File: config.mk
export PLATFORM = sky130hd
export DESIGN_NAME = axis_inf_counter_sequencer
export DESIGN_NICKNAME = d
export VERILOG_FILES = /design/src/rtl/axis_inf_counter_seq_pkg.sv /design/src/rtl/axis_ts_slot.sv /design/src/rtl/axis_inf_counter_sequencer.sv
export SDC_FILE = /design/constraint.sdc
export NUM_CORES = 1
export LEC_CHECK = 0
export CORE_ASPECT_RATIO = 0.6
export CORE_MARGIN = 5
export CORE_UTILIZATION = 40
export CTS_CLUSTER_SIZE = 30
export DETAILED_ROUTE_END_ITERATION = 12
export DONT_BUFFER_PORTS = 1
export GPL_ROUTABILITY_DRIVEN = 0
export HOLD_SLACK_MARGIN = 0.05
export SETUP_SLACK_MARGIN = 0.05
export SLEW_MARGIN = 20
export SYNTH_ARGS = -nofsm -noshare
export SYNTH_HDL_FRONTEND = slang
export SYNTH_HIERARCHICAL = 1
export SYNTH_SLANG_ARGS = --single-unit
File: constraint.sdc
create_clock -name aclk -period 14 [get_ports aclk]
set_input_delay 0 -clock aclk [delete_from_list [all_inputs] [get_ports aclk]]
set_output_delay 0 -clock aclk [all_outputs]
set_load 0.05 [all_outputs]
File: src/rtl/axis_inf_counter_seq_pkg.sv
// axis_inf_counter_seq_pkg: shared state encoding and defaults for the counter sequencer.
package axis_inf_counter_seq_pkg;
    typedef enum logic [2:0] {IDLE, RUN, DELAY, PERIOD, DONE} seq_state_t;
    localparam int PERIOD_MIN        = 1;
    localparam int CNTR_WIDTH_DEF    = 32;
    localparam int TRG_CNT_WIDTH_DEF = 16;
endpackage

File: src/rtl/axis_ts_slot.sv
// axis_ts_slot: one-entry AXIS timestamp register with sticky overrun on a dropped load.
module axis_ts_slot #(
    parameter int W = 32
) (
    input  logic         aclk,
    input  logic         areset,
    input  logic         load,
    input  logic [W-1:0] data,
    input  logic         clr_overrun,
    input  logic         tready,
    output logic [W-1:0] tdata,
    output logic         tvalid,
    output logic         overrun
);
    logic accept;
    assign accept = ~tvalid | tready;
    always_ff @(posedge aclk or posedge areset) begin
        if (areset) begin
            tdata   <= '0;
            tvalid  <= 1'b0;
            overrun <= 1'b0;
        end else begin
            if (load && accept) begin
                tdata  <= data;
                tvalid <= 1'b1;
            end else if (tready) begin
                tvalid <= 1'b0;
            end
            if (load && !accept) overrun <= 1'b1;
            else if (clr_overrun) overrun <= 1'b0;
        end
    end
endmodule

File: src/rtl/axis_inf_counter_sequencer.sv
// axis_inf_counter_sequencer: run pulse plus delayed periodic trigger train with AXIS timestamps.
// Define TRG_EXT_EN to replace the period timer with a synchronised external trigger input.
module axis_inf_counter_sequencer
    import axis_inf_counter_seq_pkg::*;
#(
    parameter int CNTR_WIDTH    = CNTR_WIDTH_DEF,
    parameter int TRG_CNT_WIDTH = TRG_CNT_WIDTH_DEF
) (
    input  logic                     aclk,
    input  logic                     areset,
    input  logic                     cfg_start,
    input  logic                     cfg_abort,
    input  logic [CNTR_WIDTH-1:0]    cfg_delay,
    input  logic [CNTR_WIDTH-1:0]    cfg_period,
    input  logic [TRG_CNT_WIDTH-1:0] cfg_num,
`ifdef TRG_EXT_EN
    input  logic                     ext_trg,
`endif
    output logic                     run_flag,
    output logic                     trg_flag,
    output logic                     busy,
    output logic                     done,
    output logic                     sts_overrun,
    output logic [CNTR_WIDTH-1:0]    m_axis_tdata,
    output logic                     m_axis_tvalid,
    input  logic                     m_axis_tready
);
    seq_state_t state, state_nxt;
    logic start_q, start_edge, go, last, trg_d;
    logic [CNTR_WIDTH-1:0] delay_q, period_q, per_eff, t, t_nxt, ts;
    logic [TRG_CNT_WIDTH-1:0] num_q, n;
    assign busy = state == RUN || state == DELAY || state == PERIOD;
    assign done = state == DONE;
`ifdef TRG_EXT_EN
    logic [2:0] ext_s;
    logic ext_rise;
    assign ext_rise = ext_s[1] & ~ext_s[2];
    always_ff @(posedge aclk or posedge areset) begin
        if (areset) ext_s <= '0;
        else ext_s <= {ext_s[1:0], ext_trg};
    end
`endif
    always_comb begin
        start_edge = cfg_start & ~start_q;
        go         = state == IDLE && start_edge && !cfg_abort;
        per_eff    = period_q == '0 ? CNTR_WIDTH'(PERIOD_MIN) : period_q;
        last       = trg_flag && (n + 1'b1) == num_q;
        state_nxt  = state;
        t_nxt      = t;
        case (state)
            IDLE:   state_nxt = start_edge ? RUN : IDLE;
            RUN: begin
                state_nxt = num_q == '0 ? DONE : DELAY;
                t_nxt     = delay_q;
            end
            DELAY, PERIOD: begin
                t_nxt     = trg_flag ? per_eff - 1'b1 : t - 1'b1;
                state_nxt = trg_flag ? (last ? DONE : PERIOD) : state;
            end
            DONE:   state_nxt = cfg_start ? DONE : IDLE;
            default: state_nxt = IDLE;
        endcase
        if (cfg_abort) state_nxt = IDLE;
        // t holds cycles left until the next trigger, so the flag is registered one cycle early
`ifdef TRG_EXT_EN
        trg_d = state_nxt == DELAY ? t_nxt == '0 :
                state_nxt == PERIOD ? state == PERIOD && ext_rise : 1'b0;
`else
        trg_d = (state_nxt == DELAY || state_nxt == PERIOD) && t_nxt == '0;
`endif
    end
    always_ff @(posedge aclk or posedge areset) begin
        if (areset) begin
            state    <= IDLE;
            start_q  <= 1'b1; // a start already high when reset lifts needs a fresh edge
            delay_q  <= '0;
            period_q <= '0;
            num_q    <= '0;
            t        <= '0;
            n        <= '0;
            ts       <= '0;
            run_flag <= 1'b0;
            trg_flag <= 1'b0;
        end else begin
            state    <= state_nxt;
            start_q  <= cfg_start;
            t        <= t_nxt;
            run_flag <= state_nxt == RUN;
            trg_flag <= trg_d;
            ts       <= state == RUN ? '0 : ts + CNTR_WIDTH'(busy);
            n        <= state == RUN ? '0 : n + TRG_CNT_WIDTH'(trg_flag);
            if (go) begin
                delay_q  <= cfg_delay;
                period_q <= cfg_period;
                num_q    <= cfg_num;
            end
        end
    end
    axis_ts_slot #(.W(CNTR_WIDTH)) u_slot (
        .aclk        (aclk),
        .areset      (areset),
        .load        (trg_flag),
        .data        (ts),
        .clr_overrun (go),
        .tready      (m_axis_tready),
        .tdata       (m_axis_tdata),
        .tvalid      (m_axis_tvalid),
        .overrun     (sts_overrun)
    );
endmodule

# Word level (Yosys, flattened, before mapping)
# Cells that the tools add are included.
[totals]
regBits = 200
latchBits = 0
ramBits = 0
rom_bits = 0
in_bits = 85
out_inout_bits = 38
wordCells = 64
mem_count = 0
[op_classes]
addsub = 5
multipliers = 0
div_mod_pow = 0
n_lt_le_gt_ge = 0
eq_ne = 8
shifts = 0
mux = 16
n_bitwise = 4
reduce_logical = 18
[ops]
columns = ["op", "n"]
rows = [
  ["$mux W32", 3],
  ["$logic_not A32 Y1", 2],
  ["$pmux W32 S2", 1],
  ["$sub A32 B1 Y32 const B", 2],
  ["$add A32 B1 Y32", 1],
  ["$add A16 B1 Y16", 1],
  ["$add A16 B1 Y16 const B", 1],
  ["$eq A16 B16 Y1", 1],
  ["$logic_not A16 Y1", 1],
  ["$mux W16", 1],
  ["$mux W3", 5],
  ["$eq A3 B2 Y1 const B", 4],
  ["$pmux W3 S4", 1],
  ["$eq A3 B1 Y1 const B", 2],
  ["$logic_and A1 B1 Y1", 6],
  ["$mux W1", 5],
  ["$reduce_bool A2 Y1", 2],
  ["$eq A3 B3 Y1 const B", 1],
  ["$logic_not A3 Y1", 1],
  ["$logic_or A1 B1 Y1", 3],
  ["$logic_not A1 Y1", 2],
  ["$not A1 Y1", 2],
  ["$reduce_or A2 Y1", 1],
  ["$and A1 B1 Y1", 1],
  ["$or A1 B1 Y1", 1],
]

# Logic depth before layout (Yosys ltp)
[depth]
ltp_word = 10
mapped_depth = 17
ltp_nobuf = 13

# By module
# The synthesis kept the hierarchy.
[modules_own_cells]
columns = ["mod", "n_inst", "cells_each", "area_each_um2", "seq_area_each_um2"]
rows = [
  ["axis_inf_counter_sequencer", 1, 869, 8939.8, 4155.2],
  ["axis_ts_slot", 1, 76, 1430.1, 850.8],
]

# Least setup slack after synthesis
# OpenSTA, ideal clock, no wires.
[synth_path]
kind = "register to register"
startpoint = "register trg_flag"
endpoint = "register trg_flag"
arrival_time_ns = 4.256
setup_slack_ns = 9.649
stages_incl_launch_ff = 17
n_path_buf = 6
synth_period_minus_slack_ns = 4.351
cell_sequence = "dfrtp_1 buf_6 buf_4 buf_4 buf_4 buf_2 buf_1 mux2i_1 ha_1 o21ai_1 o21bai_1 a222oi_1 o21ai_0 or4_1 nor4b_2 nand4b_1 nor4_2"
[synth_between]
word_cells_on_any_way = 12
[synth_rtl]
columns = ["item", "line_no", "rtl"]
rows = [
  ["start: declaration", "axis_inf_counter_sequencer.sv:20", "output logic trg_flag,"],
  ["start signal: assignment", "axis_inf_counter_sequencer.sv:89", "trg_flag <= trg_d;"],
  ["$mux W32", "axis_inf_counter_sequencer.sv:57", "t_nxt = trg_flag ? per_eff - 1'b1 : t - 1'b1;"],
  ["$pmux W32 S2", "axis_inf_counter_sequencer.sv:50", "case (state)"],
  ["via t_nxt[6]", "axis_inf_counter_sequencer.sv:30", "logic [CNTR_WIDTH-1:0] delay_q, period_q, per_eff, t, t_nxt, ts;"],
  ["$logic_not A32 Y1", "axis_inf_counter_sequencer.sv:69", "trg_d = (state_nxt == DELAY || state_nxt == PERIOD) && t_nxt == '0;"],
  ["$logic_and A1 B1 Y1", "axis_inf_counter_sequencer.sv:69", ""],
  ["via trg_d", "axis_inf_counter_sequencer.sv:29", "logic start_q, start_edge, go, last, trg_d;"],
]
# The timed path passes the listed nets, and every way through them passes these cells.
# A chain may end at the register's enable or synchronous reset.

# Worst setup path in the final report
# Ends and elaborated chain as after synthesis.

==> summary.txt <==
Worst hold path
  – Worst hold stages: 1
  – Worst Hold Class: primary input to register

Global route
  – Pin count of the biggest net entering global routing: 97
  – Total congestion overflow: 0
  – First-pass GRT wire length: around 44000 um
  – Via count of the first global-routing pass: 7389
  – Total track usage: 0.193
  – Initial antenna violation count: 0

Worst setup path
  – Slowest stage delay, CP: 670 ps
  – WP depth: 10
  – Worst setup SP type: register
  – Crit Path Max Fanout: between 40 and 50
  – WP data required: 14350 ps
  – Worst path arrival time: 4720 ps
  – CP Cell Sequence: buf_4 > or3b_1 > a222oi_1 > nand4_2 > xnor2_1 > o21ai_1 > a2111oi_2 > nor4b_2 > nand4b_1 > nor4_2
  – R2r worst-path depth: 10
  – Slowest cell on crit path: dfrtp_4
  – WS Path Type: register to register
  – Worst setup EP type: register
  – CP Buf/Inv Count: 1
  – Largest delay share family, worst path: simple AND/OR/NAND/NOR gates

Cells and area
  – Multi-input logic area: between 5000 and 6000 um2
  – Non-Filler Instances: 1374
  – Post-layout util: 0.477
  – Nets: 1100
  – Ant diodes: 0
  – P&R area growth vs syn: 16.8%
  – Sequential cell area: roughly 5000 um2
  – Layout cell share with drive strength beyond 1: 0.169
  – # fillers: roughly 2300

Synthesis
  – Post-synthesis sequential area ratio: 0.483
  – Yosys warning count: 6
  – Netlist cell types: slightly below 80
  – Post-synth EDFFs: 0
  – Ys flop type: dfrtp_1
  – FFs w/ async S/R, synth: 1.00
  – Syn Inst Count: ~950
  – Seq cells post-synth: 200
  – Synthesized Nets: 1036
  – Mapped cell area: 10400 um2
  – Syn Area/Cell: 11.0 um2

Timing
  – Worst setup margin: 9630 ps
  – Layout Skew: 12.5 ps
  – Fin. Hold Viols: 0
  – RSZ-0062 raised after global routing: no
  – Tightest Pin Transition: between 900 and 1000 ps
  – Tmin final: between 4000 and 5000 ps
  – Slew margin rel.: 0.352
  – TNS Setup: 0 ps
  – Max frequency: approximately 230 MHz
  – Pins Over Slew Limit: 0
  – Final Cycle Share: 0.312
  – Final setup viols: 0

Clock tree
  – Max clock buf depth: 2
  – CTS buffer count: 17
  – H-tree lvl count: 4
  – CTS tree: done
  – Post-CTS Setup Bufs: 0
  – Root Buffer: clkbuf_16
  – Clock slew at reported path FFs: 80 ps
  – Clk_lat worst skew: 450 ps
  – Num Clock Sinks: 200

Flow run
  – Maxcap violations: 0

Drt
  – DRC viols: 0
  – DRT iter0 DRCs: ~800
  – DRT Wirelength: about 28000 um
  – Wire per inst: 20.3 um
  – First drt pass iteration count: 5
  – Antenna-violating nets left: 0
  – Vias: 7732
  – Vias per cell: 5.63

Floorplan
  – Die X: 218 um
  – Die height: about 130 um
  – Die area: a little under 30000 um2
  – Rows: 45
  – I/O pins: 123
  – Initial Util: 0.408
  – Core Region: 25400 um2

Run status
  – Status: finished, final reports clean

Power
  – VDD IR max: 62.3 uV
  – PwrDens: 139 nW/um2
  – Pwr Total: 1680 uW
  – Leakage Power: 0.00501 uW

Placement
  – Hpwl dp: 19800 um
  – Pre-CTS setup slack: 9730 ps
  – Placed cells: 1257
  – I/O Buffers: 0
## power breakdown
part	total [uW]	leakage, uW	internal, uW	switching, uW
sequential	795	0.00256	673	122
clock	524	0.000295	289	235
combinational	364	0.00216	177	188
total	1680	0.00501	1140	544
## worst paths after layout
check,slack (ps),endpoint,from
min reg2reg,510,u_slot/tdata[0]$_DFFE_PP0P_,ts[0]$_DFF_PP0_
min in group asynchronous,220,u_slot/tdata[18]$_DFFE_PP0P_,areset
max,9630,trg_flag$_DFF_PP0_,trg_flag$_DFF_PP0_
min,160,start_q$_DFF_PP1_,cfg_start
max reg2reg,9630,trg_flag$_DFF_PP0_,trg_flag$_DFF_PP0_
max in group asynchronous,12290,n[1]$_DFF_PP0_,areset
## sequential cells by signal, summed over array words and instances (netlist names)
name,count
trg_flag,1
period_q,32
state,3
ts,32
n,16
run_flag,1
u_slot/tvalid,1
u_slot/overrun,1
num_q,16
delay_q,32
start_q,1
t,32
u_slot/tdata,32
## stage by stage
step | hold WS [ps] | area [um2]
final | 161 | 12100
after global routing | 153 | 12100
after CTS | 142 | 12100
after detailed placement | 5.55 | 10600
after global placement | 5.46 | 10600
after floorplan | 4.48 | 10400
## layout make-up
class | instances | share of cell area
Clock inverter | 12 | 0.0135
Multi-Input combinational cell | 680 | 0.418
Sequential cell | 200 | 0.414
Timing Repair Buffer | 91 | 0.0754
Clock buffer | 20 | 0.0369
Tap cell | 352 | 0.0364
Inverter | 19 | 0.00630
## routing by layer
metal  track usage  wire, um  vias up
li1              -         -     3589
met1         0.322     14900     3872
met2         0.240     10600      251
met3        0.0536      2040       20
met4        0.0453       328        0
met5             0         0        -
## Yosys cell counts (4+ instances only)
cell / instances / area (um2)
nor4b_1: 4 / 35.0
ha_1: 6 / 75.1
a31oi_1: 7 / 43.8
mux2i_1: 25 / 250
o21ai_0: 32 / 160
nor4_1: 20 / 125
nand3_1: 34 / 170
nor2_1: 70 / 263
o211ai_1: 5 / 37.5
dfrtp_1: 199 / 4980
mux2_2: 83 / 935
nand2_1: 49 / 184
nor3b_1: 5 / 37.5
nand4_1: 16 / 100
o31ai_1: 4 / 30.0
nor3_1: 27 / 135
a22oi_1: 16 / 120
and3_1: 10 / 62.6
nor2b_1: 6 / 37.5
and2_1: 10 / 62.6
o21ai_1: 7 / 35.0
or4_1: 8 / 60.1
a21oi_1: 29 / 145
xnor2_1: 32 / 280
mux2_4: 30 / 450
xor2_1: 46 / 403
o22ai_1: 15 / 93.8
inv_1: 18 / 67.6
o22a_1: 6 / 52.6
buf_1: 4 / 15.0
or3_1: 20 / 125
clkbuf_1: 32 / 120
## logic make-up after synthesis
group	Yosys count	synth area share
AO/OA/AOI/OAI	152	0.0970
multiplexers	139	0.159
XOR/XNOR	78	0.0659
flip-flops	200	0.483
buffers and inverters	65	0.0304
AND/OR/NAND/NOR	305	0.158
adder cells (fa/ha/maj)	6	0.00724
## placed cells by master (no fill, tap or decap), types with 7 or more instances in the layout
cell type and instances:
nand2_1 49, nand4_1 16, dfrtp_1 198, or3_1 20
xnor2_1 32, o21ai_1 8, clkbuf_16 17, a31oi_1 7
and2_1 9, o21ai_0 31, and3_1 10, nor4_1 20
a21oi_1 29, mux2i_1 25, inv_1 17, a22oi_1 16
nand3_1 34, or4_1 8, nor3_1 26, dlygate4sd3_1 84
xor2_1 46, mux2_4 30, nor2_1 69, mux2_2 83
o22ai_1 15
## repair_timing
| action | in CTS | in global routing |
|---|---|---|
| setup endpoints to repair | 0 | 0 |
| hold buffers | 84 | 0 |
| resized for setup | 0 | 0 |
| endpoints found under the hold margin | 199 | 0 |
Note: power is estimated with default switching activity, not from simulation.
